==> src/rtl/param_counter.sv <==
`default_nettype none
// ============================================================================
//  Module   : param_counter
//  Brief    : Parametrised up/down event counter over [0, MAX] with enable,
//             synchronous clear, parallel load (clamped to MAX), clock
//             prescaler, one-cycle terminal-count pulse and sticky boundary
//             flag. Wrap or saturate at the boundary.
//  Macro    : PARAM_COUNTER_SAT_EN -- when defined, sat_mode selects
//             saturate (1) or wrap (0); when undefined the counter always
//             wraps and sat_mode is ignored.
//  Revision : 1.0 - initial parametrised release
// ============================================================================
module param_counter #(
    parameter int              WIDTH = 8,
    parameter logic [WIDTH-1:0] MAX  = {WIDTH{1'b1}},
    parameter int              DIV   = 1
) (
    input  logic             clk,
    input  logic             rst,
    input  logic             en,
    input  logic             clr,
    input  logic             load,
    input  logic [WIDTH-1:0] load_val,
    input  logic             dir,
    input  logic             sat_mode,
    output logic [WIDTH-1:0] count,
    output logic             tc,
    output logic             ovf
);

    // Prescaler needs at least one bit even when DIV is 1.
    localparam int              c_PW       = (DIV > 1) ? $clog2(DIV) : 1;
    localparam logic [c_PW-1:0] c_PRE_LAST = c_PW'(DIV - 1);

    logic [WIDTH-1:0] r_count;
    logic [c_PW-1:0]  r_pre;
    logic             r_tc;
    logic             r_ovf;

    logic             w_step;
    logic             w_sat;
    logic [WIDTH-1:0] w_load_clamped;

`ifdef PARAM_COUNTER_SAT_EN
    assign w_sat = sat_mode;
`else
    // Saturate path compiled out; the AND keeps the port referenced.
    assign w_sat = sat_mode & 1'b0;
`endif

    // A step fires on the last enabled cycle of each prescaler period.
    assign w_step         = en && (r_pre == c_PRE_LAST);
    assign w_load_clamped = (load_val > MAX) ? MAX : load_val;

    // Prescaler, counter and flags: clr > load > step > hold.
    always_ff @(posedge clk or negedge rst) begin
        if (!rst) begin
            r_count <= '0;
            r_pre   <= '0;
            r_tc    <= 1'b0;
            r_ovf   <= 1'b0;
        end else if (clr) begin
            r_count <= '0;
            r_pre   <= '0;
            r_tc    <= 1'b0;
            r_ovf   <= 1'b0;
        end else if (load) begin
            r_count <= w_load_clamped;
            r_pre   <= '0;
            r_tc    <= 1'b0;
        end else begin
            r_tc <= 1'b0;
            if (en) begin
                r_pre <= w_step ? '0 : r_pre + 1'b1;
            end
            if (w_step) begin
                if (dir) begin
                    if (r_count == MAX) begin
                        r_count <= w_sat ? MAX : '0;
                        r_tc    <= 1'b1;
                        r_ovf   <= 1'b1;
                    end else begin
                        r_count <= r_count + 1'b1;
                    end
                end else begin
                    if (r_count == '0) begin
                        r_count <= w_sat ? '0 : MAX;
                        r_tc    <= 1'b1;
                        r_ovf   <= 1'b1;
                    end else begin
                        r_count <= r_count - 1'b1;
                    end
                end
            end
        end
    end

    assign count = r_count;
    assign tc    = r_tc;
    assign ovf   = r_ovf;

endmodule
`default_nettype wire

==> config.mk <==
export PLATFORM = sky130hd
export DESIGN_NAME = param_counter
export DESIGN_NICKNAME = d
export VERILOG_FILES = /design/src/rtl/param_counter.sv
export SDC_FILE = /design/constraint.sdc
export NUM_CORES = 1
export LEC_CHECK = 0
export CAP_MARGIN = 5
export CORE_MARGIN = 3
export CORE_UTILIZATION = 40
export CTS_BUF_LIST = sky130_fd_sc_hd__clkbuf_8
export DETAILED_ROUTE_END_ITERATION = 10
export PLACE_DENSITY_LB_ADDON = 0.1
export SYNTH_ARGS = -nofsm -noshare
export SYNTH_HDL_FRONTEND = slang
export SYNTH_SLANG_ARGS = --single-unit
==> constraint.sdc <==
create_clock -name clk -period 1.9 [get_ports clk]
set_clock_uncertainty 0.2 [all_clocks]
set_input_delay 0.19 -clock clk [delete_from_list [all_inputs] [get_ports clk]]
set_output_delay 0.19 -clock clk [all_outputs]
set_load 0.005 [all_outputs]
==> flow_summary.yaml <==
setup_path:
  path_class: "reg2reg"
  crit_required_ns: 1.85
  cp-end-kind: "flip-flop"
  slowest_delay_ns: 0.52
  cpLargestDelayFamily: "simple AND/OR/NAND/NOR gates"
  worstPathMaxFanout: 5
  worst-path-buf-inv: 1
  start_kind: "flip-flop"
  r2r_end: "count[7]"
  cp_data_arrival_time_ns: 1.88
  reg2reg_from: "count[0]"
  crit_chain: "inv_2 -> ha_4 -> or4b_4 -> a211oi_2 -> nor3_2 -> o32ai_2"
  r2r_cells: 6
  rrSetupSlack_ns: -0.04
  cpMaxStageDelayCell: "or4b_4"
clock_tree:
  numCtsBuffers: 3
  clkTransAtPathRegs_ns: 0.06
  cts_tree: "done"
  clkSinkCount: 11
  clock-root-buffer: "clkbuf_8"
  holdBufCountCts: 0
  insertion_delay_ns: 0.24
  clockBufferDepth: 2
  htree_levels: 1
placed_design:
  gp_congestion: 0.9527
  portBuffers: 23
  post-place-ws_ns: -0.1015
  hpwl_mm: 2.276
floorplanning:
  pin_count: 25
  start_util_pct: 43.38
  die_area_sq_um: 3100
  coreArea_sq_um: 2276
  dieWidth_microns: 55.68
  die_y_microns: 55.68
  rows: 17
yosys:
  ys_warn_count: 0
  synthArstFlopShare_pct: 100.0
  synth_top_flop_cell: "dfrtp_1"
  synth_nets: 140
  synth_cell_types: 47
  ys_ff_latch: 11
  synth.top_cell.area_share_pct: 27.88
  yosys-top-cells-area: "dfrtp_1, o21ai_0, ha_1"
  avgSynthCellArea_sq_um: 8.092
  syn_inst: 122
  synth_edf_count: 0
  synth-seq-area-share_pct: 27.88
  synth_area_sq_um: 987.2
  synth_top_cell_by_area: "dfrtp_1"
global_route:
  overflow: 0
  first_global_vias: 1123
  antenna_found_initial: 0
  gr-usage-all-layers_pct: 20.71
  grt_pass1_wl_mm: 5.119
  grt_max_degree: 13
pwr:
  vdd_drop_max_uv: 453.0
  cellPowerDensity_nw_per_um2: 577.7
  p_leak_uw: 0.0006343
timing:
  hold_slack_ns: 0.1133
  fmax_ghz: 0.5162
  slew_headroom_pct: 61.77
  fin_crit_sh_pct: 102.0
  slew_violations: 0
  worst_pin_slew_ns: 0.5716
  layout_setup_ws_ns: -0.03719
  setup_viol: 4
  rsz0062_at_grt: "yes"
  finalCriticalPeriod_ns: 1.937
  finalHoldViolations: 0
route:
  route.detailed.drc: 0
  antenna_left: 0
  via_per_inst: 5.855
  vias: 1130
  wire_per_inst_microns: 15.99
  firstDrtPassIters: 4
  first_iter_violations: 26
  wl_mm: 3.087
final_layout:
  num_antenna_cells: 0
  register_area_sq_um: 277.8
  multi_input_area_sq_um: 726.9
  layout-drive-gt1-share_pct: 31.52
  nets: 184
  n_fill_cell: 200
  final_common_cell: "buf_4"
  syn_to_final_growth_pct: 57.54
  final_cell_mix: "buf_4, clkdlybuf4s50_1, dfrtp_1"
min_path:
  hp-class: "in2async"
run_status:
  status: "finished with violations"
  violations: "negative setup slack"
run:
  max_cap_viol_count: 0
[how the worst max path moves through the flow]
stage	end	from	cells after the start
floorplan	count[7]	count[0]	6
global route	ovf	count[0]	6
global placement	count[6]	count[0]	6
CTS	count[4]	count[1]	6
finish	count[7]	count[0]	6
detailed placement	count[6]	count[0]	6
[Yosys cell counts (all sizes together) (2+ instances only)]
library cell and count:
nor3 6, o32ai 3, a41oi 2, a221oi 3, buf 4, xnor2 2, and3 2, nor3b 2
ha 3, o211ai 2, o31ai 2, nand4 3, a21oi 6, dfrtp 11, nand3 3, nor2 7
a211oi 3, nand2b 3, clkbuf 7, o21ai 9, nor2b 3, inv 8, nand2 7, a21o 2
o31a 2
[through the flow]
step	power [uW]	util, %	std cells	setup TNS [ns]	area [sq um]
3_3_place_gp	600.6	60.97	186	-0.3454	1388
4_1_cts	865.7	64.71	192	-0.2289	1473
3_5_place_dp	606.4	60.97	186	-0.4060	1388
6_report	898.5	68.33	193	-0.07467	1555
5_1_grt	952.7	68.33	193	-0.6943	1555
2_1_floorplan	448.8	-	122	-0.009420	997.2
[area by class of cell]
class,instances,area share (%)
sequential,11,17.86
multi-input combinational,92,46.74
inverter,8,1.931
clock inverter,1,0.2414
clock buffer,3,2.655
tap,28,2.253
timing repair buffer,50,28.32
[where the power goes]
group / leakage, uW / internal, uW / switching, uW / total (uW)
combinational: 0.000464 / 204 / 178 / 382
clock: 0.0000269 / 143 / 101 / 243
sequential: 0.000143 / 251 / 22.4 / 273
total: 0.000634 / 598 / 301 / 899
[worst register-to-register path: cells and delay by family (launching register included)]
family / cells / cell delay (ns)
buffers and inverters: 1 / 0.09
adder cells (fa/ha/maj): 1 / 0.13
AND/OR/NAND/NOR: 2 / 0.58
flip-flops: 1 / 0.42
AO/OA/AOI/OAI: 2 / 0.42
[state kept, by name (all words and copies together), names as in the netlist]
signal,count
count,8
ovf,1
r_pre,1
tc,1
[logic make-up after synthesis]
kind of cell | share of synthesized area, %
adder cells (fa/ha/maj) | 3.803
multiplexers | 1.014
XOR/XNOR | 2.662
flip-flops | 27.88
AND/OR/NAND/NOR | 23.96
AO/OA/AOI/OAI | 32.07
buffers and inverters | 8.619
[routing by layer]
metal / GRT usage, % / vias up / wire length (microns)
met5: 0 / - / 0
met2: 34.12 / 41 / 1509
met3: 2.320 / 8 / 183
met1: 27.27 / 539 / 1327
li1: - / 542 / -
met4: 8.681 / 0 / 66
[repair_timing]
item | 4_1_cts | 5_1_grt
pin swaps | 7 | 4
setup buffers | 2 | 1
endpoints found under the setup margin | 9 | 9
resized for setup | 5 | 15
gates cloned | 0 | 0
Power figures use the tool's default switching activity.
